==> config.mk <==
export PLATFORM = sky130hd
export DESIGN_NAME = mem_port_arbiter
export DESIGN_NICKNAME = d
export VERILOG_FILES = /design/src/rtl/mem_port_arbiter_pkg.sv /design/src/rtl/mem_port_arbiter_timeout.sv /design/src/rtl/mem_port_arbiter.sv
export SDC_FILE = /design/constraint.sdc
export NUM_CORES = 1
export LEC_CHECK = 0
export ABC_CLOCK_PERIOD_IN_PS = 1600
export CELL_PAD_IN_SITES_DETAIL_PLACEMENT = 0
export CELL_PAD_IN_SITES_GLOBAL_PLACEMENT = 1
export CORE_ASPECT_RATIO = 1.4
export CORE_UTILIZATION = 29
export CTS_CLUSTER_DIAMETER = 80
export DETAILED_ROUTE_END_ITERATION = 8
export GPL_TIMING_DRIVEN = 1
export PLACE_DENSITY_LB_ADDON = 0.25
export SLEW_MARGIN = 15
export SYNTH_ARGS = -nofsm -noshare
export SYNTH_HDL_FRONTEND = slang
export SYNTH_SLANG_ARGS = --single-unit
==> constraint.sdc <==
create_clock -name clock -period 1.6 [get_ports clock]
set_clock_uncertainty 0.1 [all_clocks]
set_input_delay 0.32 -clock clock [delete_from_list [all_inputs] [get_ports clock]]
set_output_delay 0.32 -clock clock [all_outputs]
set_load 0.01 [all_outputs]
==> src/rtl/mem_port_arbiter_pkg.sv <==
// Shared definitions for the IF/DM unified-memory port arbiter.
// State encoding and default widths are common to the RTL and the bench.
package mem_port_arbiter_pkg;

    localparam int unsigned DEF_ADDR_W     = 32;
    localparam int unsigned DEF_DATA_W     = 32;
    localparam int unsigned DEF_STARVE_MAX = 4;
    localparam int unsigned DEF_TIMEOUT    = 15;

    typedef enum logic [1:0] {
        ST_IDLE    = 2'd0,
        ST_BUSY_IF = 2'd1,
        ST_BUSY_DM = 2'd2,
        ST_RESP    = 2'd3
    } arb_state_t;

endpackage

==> src/rtl/mem_port_arbiter_timeout.sv <==
// Busy-cycle watchdog: counts cycles without mem_ready and flags expiry.
// Expiry is combinational so the abort lands on the TIMEOUT-th idle cycle.
module arb_timeout_cnt #(
    parameter int unsigned TIMEOUT = 15
) (
    input  logic clock,
    input  logic reset,
    input  logic i_clear,
    input  logic i_count,
    output logic o_expire_c
);

    localparam int unsigned CW = $clog2(TIMEOUT + 1);

    logic [CW-1:0] r_cnt;

    assign o_expire_c = i_count && (r_cnt == CW'(TIMEOUT - 1));

    always_ff @(posedge clock or negedge reset) begin
        if (!reset) begin
            r_cnt <= '0;
        end else if (i_clear) begin
            r_cnt <= '0;
        end else if (i_count && !o_expire_c) begin
            r_cnt <= r_cnt + CW'(1);
        end
    end

endmodule

==> src/rtl/mem_port_arbiter.sv <==
// Arbitrates one single-port memory between instruction fetch and data memory,
// with DM priority, an IF starvation guard and a busy-cycle timeout.
module mem_port_arbiter
    import mem_port_arbiter_pkg::*;
#(
    parameter int unsigned ADDR_W     = DEF_ADDR_W,
    parameter int unsigned DATA_W     = DEF_DATA_W,
    parameter int unsigned STARVE_MAX = DEF_STARVE_MAX,
    parameter int unsigned TIMEOUT    = DEF_TIMEOUT
) (
    input  logic              clock,
    input  logic              reset,
    input  logic              if_req,
    input  logic [ADDR_W-1:0] if_addr,
    output logic [DATA_W-1:0] if_rdata,
    output logic              if_ack,
    output logic              if_stall,
    input  logic              dm_req,
    input  logic              dm_we,
    input  logic [ADDR_W-1:0] dm_addr,
    input  logic [DATA_W-1:0] dm_wdata,
    output logic [DATA_W-1:0] dm_rdata,
    output logic              dm_ack,
    output logic              dm_stall,
    output logic              bus_err,
    output logic              mem_req,
    output logic              mem_we,
    output logic [ADDR_W-1:0] mem_addr,
    output logic [DATA_W-1:0] mem_wdata,
    input  logic [DATA_W-1:0] mem_rdata,
    input  logic              mem_ready
);

    localparam int unsigned SW = $clog2(STARVE_MAX + 1);

    arb_state_t        r_state, w_state_nxt;
    logic              r_mem_req, w_mem_req_nxt;
    logic              r_mem_we, w_mem_we_nxt;
    logic [ADDR_W-1:0] r_mem_addr, w_mem_addr_nxt;
    logic [DATA_W-1:0] r_mem_wdata, w_mem_wdata_nxt;
    logic              r_if_ack, w_if_ack_nxt;
    logic              r_dm_ack, w_dm_ack_nxt;
    logic              r_bus_err, w_bus_err_nxt;
    logic [DATA_W-1:0] r_if_rdata, w_if_rdata_nxt;
    logic [DATA_W-1:0] r_dm_rdata, w_dm_rdata_nxt;
    logic [SW-1:0]     r_starve_cnt, w_starve_nxt;
    logic              w_busy;
    logic              w_expire;
    logic              w_if_forced;

    assign w_busy      = (r_state == ST_BUSY_IF) || (r_state == ST_BUSY_DM);
    assign w_if_forced = if_req && (r_starve_cnt == SW'(STARVE_MAX));

    // Counter sits at zero outside BUSY, so every BUSY entry starts fresh.
    arb_timeout_cnt #(
        .TIMEOUT (TIMEOUT)
    ) u_timeout (
        .clock      (clock),
        .reset      (reset),
        .i_clear    (!w_busy),
        .i_count    (w_busy && !mem_ready),
        .o_expire_c (w_expire)
    );

    always_ff @(posedge clock or negedge reset) begin
        if (!reset) begin
            r_state      <= ST_IDLE;
            r_mem_req    <= 1'b0;
            r_mem_we     <= 1'b0;
            r_mem_addr   <= '0;
            r_mem_wdata  <= '0;
            r_if_ack     <= 1'b0;
            r_dm_ack     <= 1'b0;
            r_bus_err    <= 1'b0;
            r_if_rdata   <= '0;
            r_dm_rdata   <= '0;
            r_starve_cnt <= '0;
        end else begin
            r_state      <= w_state_nxt;
            r_mem_req    <= w_mem_req_nxt;
            r_mem_we     <= w_mem_we_nxt;
            r_mem_addr   <= w_mem_addr_nxt;
            r_mem_wdata  <= w_mem_wdata_nxt;
            r_if_ack     <= w_if_ack_nxt;
            r_dm_ack     <= w_dm_ack_nxt;
            r_bus_err    <= w_bus_err_nxt;
            r_if_rdata   <= w_if_rdata_nxt;
            r_dm_rdata   <= w_dm_rdata_nxt;
            r_starve_cnt <= w_starve_nxt;
        end
    end

    always_comb begin
        w_state_nxt     = r_state;
        w_mem_req_nxt   = r_mem_req;
        w_mem_we_nxt    = r_mem_we;
        w_mem_addr_nxt  = r_mem_addr;
        w_mem_wdata_nxt = r_mem_wdata;
        w_if_ack_nxt    = 1'b0;
        w_dm_ack_nxt    = 1'b0;
        w_bus_err_nxt   = 1'b0;
        w_if_rdata_nxt  = r_if_rdata;
        w_dm_rdata_nxt  = r_dm_rdata;
        w_starve_nxt    = r_starve_cnt;

        case (r_state)
            ST_IDLE: begin
                if (dm_req && !w_if_forced) begin
                    w_state_nxt     = ST_BUSY_DM;
                    w_mem_req_nxt   = 1'b1;
                    w_mem_we_nxt    = dm_we;
                    w_mem_addr_nxt  = dm_addr;
                    w_mem_wdata_nxt = dm_wdata;
                    // A contested DM win can only happen below the limit.
                    if (if_req && (r_starve_cnt != SW'(STARVE_MAX))) begin
                        w_starve_nxt = r_starve_cnt + SW'(1);
                    end
                end else if (if_req) begin
                    w_state_nxt     = ST_BUSY_IF;
                    w_mem_req_nxt   = 1'b1;
                    w_mem_we_nxt    = 1'b0;
                    w_mem_addr_nxt  = if_addr;
                    w_mem_wdata_nxt = '0;
                    w_starve_nxt    = '0;
                end
            end
            ST_BUSY_IF: begin
                if (mem_ready) begin
                    w_state_nxt    = ST_RESP;
                    w_mem_req_nxt  = 1'b0;
                    w_if_ack_nxt   = 1'b1;
                    w_if_rdata_nxt = mem_rdata;
                end else if (w_expire) begin
                    w_state_nxt    = ST_RESP;
                    w_mem_req_nxt  = 1'b0;
                    w_if_ack_nxt   = 1'b1;
                    w_bus_err_nxt  = 1'b1;
                    w_if_rdata_nxt = '0;
                end
            end
            ST_BUSY_DM: begin
                if (mem_ready) begin
                    w_state_nxt   = ST_RESP;
                    w_mem_req_nxt = 1'b0;
                    w_dm_ack_nxt  = 1'b1;
                    if (!r_mem_we) begin
                        w_dm_rdata_nxt = mem_rdata;
                    end
                end else if (w_expire) begin
                    w_state_nxt    = ST_RESP;
                    w_mem_req_nxt  = 1'b0;
                    w_dm_ack_nxt   = 1'b1;
                    w_bus_err_nxt  = 1'b1;
                    w_dm_rdata_nxt = '0;
                end
            end
            ST_RESP: begin
                w_state_nxt = ST_IDLE;
            end
            default: begin
                w_state_nxt = ST_IDLE;
            end
        endcase
    end

    assign mem_req   = r_mem_req;
    assign mem_we    = r_mem_we;
    assign mem_addr  = r_mem_addr;
    assign mem_wdata = r_mem_wdata;
    assign if_ack    = r_if_ack;
    assign dm_ack    = r_dm_ack;
    assign bus_err   = r_bus_err;
    assign if_rdata  = r_if_rdata;
    assign dm_rdata  = r_dm_rdata;

    // Stalls fall with reset so the pipeline sees a clean state immediately.
    assign if_stall  = reset && if_req && !r_if_ack;
    assign dm_stall  = reset && dm_req && !r_dm_ack;

endmodule

# [Word level (Yosys, flattened, before mapping)]
# Cells that the tools add are included.
[op_classes] eq_ne=11 add_sub_neg=2 reduce_logical=27 muxes=31
[ops] op="two-way mux 32 bit" count=8
[ops] op="two-way mux 1 bit" count=12
[ops] op="logical AND 1 bit" count=10
[ops] op="two-way mux 3 bit" count=3
[ops] op="AND reduction 3 bit" count=3
[ops] op="two-way mux 2 bit" count=4
[ops] op="two-way mux 4 bit" count=2
[ops] op="!= test 3 bit (second input constant)" count=2
[ops] op="case mux 2 bit (3 select lines)" count=1
[ops] op="AND reduction 2 bit" count=3
[ops] op="nonzero test 2 bit" count=3
[ops] op="zero test 1 bit" count=5
[ops] op="adder 4 x 1 -> 4 bit (second input constant)" count=1
[ops] op="== test 2 bit (second input constant)" count=2
[ops] op="== test 4 bit (second input constant)" count=1
[ops] op="!= test 2 x 1 -> 1 bit (second input constant)" count=2
[ops] op="adder 3 x 1 -> 3 bit (second input constant)" count=1
[ops] op="== test 3 bit (second input constant)" count=1
[ops] op="!= test 3 x 1 -> 1 bit (second input constant)" count=1
[ops] op="== test 2 x 1 -> 1 bit (second input constant)" count=1
[ops] op="zero test 2 bit" count=1
[ops] op="!= test 2 bit (second input constant)" count=1
[ops] op="case mux 1 bit (2 select lines)" count=1
[ops] op="OR reduction 2 bit" count=1
[ops] op="logical OR 1 bit" count=1
[totals] reg_bits=142 out_inout_bits=135

# [Depth between registers and ports, before layout]
[logic_depth] depth_word=8 depth_mapped=7 depth_no_buf=5

# [Modules after synthesis]
# Synthesis repeated with hierarchy kept, for this count alone.
[unflattened] cells_unflattened=615 hier_area_um2=6389.9
[by_module_without_submodules] module="mem_port_arbiter" cells_per_inst=591 instances=1 area_each_um2=6135.9
[by_module_without_submodules] module="arb_timeout_cnt" cells_per_inst=24 instances=1 area_each_um2=254.0

# [Least setup slack after synthesis]
# No wires, ideal clock.
[synth_path] path_type="reg-to-reg" startpoint="reg r_state[0]" endpoint="reg r_state[0]" path_slack_ns=-0.124 setup_time_ns=0.125 synth_period_minus_slack_ns=1.724 required_ns=1.375 arrival_ns=1.499 path_stages_with_launch=6 cell_sequence="dfrtp_1 -> inv_1 -> ha_1 -> and2b_1 -> a21oi_2 -> mux2_2"
[synth_between] elab_chain_len=6 elab_cells_between_ends=12
[synth_rtl] item="start, declared" line_no="mem_port_arbiter.sv:36" text="arb_state_t r_state, w_state_nxt;"
[synth_rtl] item="start signal, assigned" line_no="mem_port_arbiter.sv:79" text="r_state <= w_state_nxt;"
[synth_rtl] item="== test 2 x 1 -> 1 bit / == test 2 bit (equally long branches)" line_no="mem_port_arbiter.sv:51, mem_port_arbiter.sv:106"
[synth_rtl] item="logical OR 1 bit" line_no="mem_port_arbiter.sv:51" text="assign w_busy = (r_state == ST_BUSY_IF) || (r_state == ST_BUSY_DM);"
[synth_rtl] item="logical AND 1 bit" line_no="mem_port_arbiter.sv:61" text=".i_count (w_busy && !mem_ready),"
[synth_rtl] item="logical AND 1 bit" line_no="mem_port_arbiter_timeout.sv:17" text="assign o_expire_c = i_count && (r_cnt == CW'(TIMEOUT - 1));"
[synth_rtl] item="!= test 3 x 1 -> 1 bit (no line)"
[synth_rtl] item="AND reduction 2 bit (no line)"
# Parallel ways exist; a longest one is shown, timed or not.
# A chain may end at the register's enable or synchronous reset.

# [Worst setup path after layout]
[layout_path] startpoint="reg r_state[0]" endpoint="reg r_dm_rdata[15] (netlist: dm_rdata[15])"
[layout_between] elab_chain_len=6 elab_cells_between_ends=7
[layout_rtl] item="== test 2 x 1 -> 1 bit / == test 2 bit (equally long branches)" line_no="mem_port_arbiter.sv:51, mem_port_arbiter.sv:106"
[layout_rtl] item="logical OR 1 bit" line_no="mem_port_arbiter.sv:51"
[layout_rtl] item="logical AND 1 bit" line_no="mem_port_arbiter.sv:61"
[layout_rtl] item="logical AND 1 bit" line_no="mem_port_arbiter_timeout.sv:17"
[layout_rtl] item="nonzero test 2 bit (no line)"
[layout_rtl] item="AND reduction 3 bit (no line) *"
[layout_rtl] item="end signal, assigned" line_no="mem_port_arbiter.sv:88" text="r_dm_rdata <= w_dm_rdata_nxt;"
[layout_rtl] item="end, declared" line_no="mem_port_arbiter.sv:45" text="logic [DATA_W-1:0] r_dm_rdata, w_dm_rdata_nxt;"
# Every way passes the cells marked *; elsewhere a longest branch is shown, timed or not.

==> results.md <==
* Non-filler cells, final at 1254
* Mapped Cells at 653
* Via-to-Cell Ratio at 4.72
* Die height at 179 microns
* # placed instances at 1209
* Root buffer cell: clkbuf_16
* Synth area leader: dfrtp_1
* Worst EP required at 1.81 ns
* Worst Tran Pin Value at 0.742 ns
* Data arrival, critical path at 1.89 ns
* Maximum clock path buffer count at 2
* Main area contributors after synthesis: dfrtp_1, nand2_1, a22o_1, o211ai_2, o21ai_0
* GP Congestion at 0.743
* Sequential share of the synthesized area at 54.7%
* Layout cells sized above 1 at 14.9%
* Count of final setup violators at 65
* WHS Endpoint: mem_we
* Number of buffers created by CTS at 17
* Global route overflow at 0
* Final core utilization at 47.4%
* Async S/R FF share, synth at 100%
* Antenna violations before repair at 1
* Reg2reg setup slack at -0.08 ns
* Crit Path Max Fanout at 12
* Setup WS pre-CTS at -0.517 ns
* DPL Wire Length at 14.2 mm
* Failing checks: setup timing
* Yosys reg bits at 142
* DR WL/cell at 16.8 microns
* Core ar. at 21900 sq um
* Mean post-synth cell area at 9.95 sq um
* Max VDD drop at 0.762 mV
* First-pass GRT wire length at 33.0 mm
* Routed WL at 21.0 mm
* Yosys top cell area share at 54.7%
* Max frequency at 594 MHz
* # IOs at 269
* Status: finished, violations left
* Htree depth at 4
* FF-to-FF End: dm_rdata[15]
* Post-route DRC at 0
* Final min period at 1.68 ns
* Endpoints failing hold at 0
* Final Cycle Share at 105%
* CTS tree: yes
* Power Dens Cells at 1840 nW/um^2
* Pre-antenna DRT Iters at 4
* Hold depth at 3
* Worst reg2reg startpoint: r_state[0]
* Setup CP Type: reg2reg
* Hold WS at 0.334 ns
* Largest net degree at the start of global routing at 72
* Chip width at 129 microns
* Yosys warns at 0
* Total die area at 23000 sq um
* Hold Crit Start: dm_we
* Number of nets in the layout at 1084
* CTS sink count at 142
* Power, Total at 19100 uW
* CP startpoint kind: flip-flop
* Setup ws final at -0.0843 ns
* Max-cap viol count at 0
* Hold Path Class: in2reg
* Pins over their slew limit at 0
* Number of global-route vias before repair at 6119
* Post-Syn Nets at 795
* EDFF count, synth at 0
* Primary FF master, synth: dfrtp_1
* Clk Latency, worst-skew pair at 0.42 ns
* Max-slew headroom at 50.5%
* Worst-case reg-to-reg path depth at 6
* Synth cell types at 35
* Total GRT Usage at 18.6%
* # rows at 64
* Leak Pwr at 0.00479 uW
* DRT iter0 DRCs at 217
* Via Count at 5924
* Antenna-violating nets left at 0
* Worst Setup End Kind: flip-flop
* Initial core utilization at 29.6%
* Worst-path clk slew at 0.06 ns
* Mapped Area at 6500 sq um
* Filler cells at 2178
* Synthesis-to-layout area growth at 59.9%
* RSZ-0062 raised after global routing: yes
* Number of port buffers at 268
sequential cells by signal, indices dropped and copies added (netlist names):
| signal | cells |
|---|---|
| dm_rdata | 32 |
| mem_we | 1 |
| bus_err | 1 |
| mem_req | 1 |
| dm_ack | 1 |
| mem_addr | 32 |
| if_rdata | 32 |
| if_ack | 1 |
| r_starve_cnt | 3 |
| u_timeout.r_cnt | 4 |
| mem_wdata | 32 |
| r_state | 2 |
synthesized netlist by cell type (2+ instances only):
master    instances
nand2_1         205
dfrtp_1         142
o21ai_0          68
a22o_1           65
nand4_1          33
o211ai_2         30
clkbuf_1         27
buf_2            23
ha_1              8
inv_1             8
nand3_1           5
buf_6             4
mux2i_1           4
buf_4             3
nor2_1            3
a31oi_1           2
and2_1            2
nand2_2           2
o211ai_1          2
o21ai_1           2
cells in the final DEF, fill, tap and decap left out, drive strengths merged:
master	count
buf	58
dlygate4sd2	133
xor2	1
a22o	65
a21oi	2
a31oi	2
inv	9
and2b	1
nand3	6
o21ai	70
clkdlybuf4s50	130
mux2i	4
dfrtp	142
o22a	1
nor3	1
and2	2
diode	2
clkbuf	21
mux2	1
nand2	207
nor2	3
clkinv	6
nor2b	1
clkinvlp	7
a41o	1
ha	8
a21bo	1
clkdlybuf4s15	2
nor3b	1
dlygate4sd3	2
nand4b	1
nand4	33
o211ai	32
o21a	1
worst max path at each step:
| stage | startpoint | endpoint | slack (ns) |
|---|---|---|---|
| floorplan | r_state[1] | r_state[0] | -0.03 |
| global placement | dm_req | dm_stall | -0.51 |
| detailed placement | dm_req | dm_stall | -0.52 |
| CTS | r_state[0] | if_rdata[16] | -0.05 |
| global route | r_state[0] | dm_rdata[4] | -0.14 |
| finish | r_state[0] | dm_rdata[15] | -0.08 |
layout make-up:
| class | instances | area [sq um] | area share, % |
|---|---|---|---|
| Antenna cell | 2 | 5.00 | 0.0481 |
| Sequential cell | 142 | 3550 | 34.2 |
| Timing Repair Buffer | 328 | 3210 | 30.8 |
| Inverter | 8 | 30.0 | 0.289 |
| Clock inverter | 14 | 95.1 | 0.915 |
| Clock buffer | 18 | 439 | 4.22 |
| Multi-Input combinational cell | 445 | 2700 | 25.9 |
| Tap cell | 297 | 372 | 3.57 |
where the power goes:
part / leakage (uW) / internal (uW) / total, uW / switching [uW]
Combinational: 0.00277 / 4630 / 9240 / 4620
Sequential: 0.00177 / 5270 / 6250 / 975
Clock: 0.000246 / 2010 / 3640 / 1630
Total: 0.00479 / 11900 / 19100 / 7220
kinds of logic after synthesis:
logic type | synth area share [%]
mux | 0.789
buf+inv | 4.91
fa+ha+maj | 1.54
xor+xnor | 0.135
compound gates | 21.1
simple gates | 16.8
flops | 54.7
critical path, stage by stage (launching register included):
cell and delay [ns]:
dfrtp_1 0.37, inv_2 0.07, ha_4 0.28, a41o_4 0.25, nand2_4 0.09, clkbuf_16 0.19
a22o_1 0.23
metal layers:
layer | routed length [microns] | up-vias | part of all wire, % | global-route usage (%)
li1 | - | 2876 | - | -
met1 | 8640 | 2828 | 41 | 22.1
met2 | 10400 | 198 | 49 | 31.0
met3 | 1620 | 22 | 7.7 | 6.54
met4 | 362 | 0 | 1.7 | 6.42
met5 | 0 | - | 0 | 0
stage by stage:
stage               cell area [sq um]  setup TNS (ns)
floorplan                        6520         -0.0262
global route                    10400           -8.45
CTS                             10300           -1.81
global placement                 9870          -33.57
finish                          10400           -4.38
detailed placement               9870          -37.90
repair_timing:
item | in CTS | in global routing
hold buffers | 2 | 0
setup endpoints to repair | 200 | 116
pin swaps | 1 | 3
gates cloned | 0 | 3
setup buffers | 3 | 3
gates resized for setup | 143 | 11
endpoints found under the hold margin | 17 | 0
(Power assumes the default switching activity.)
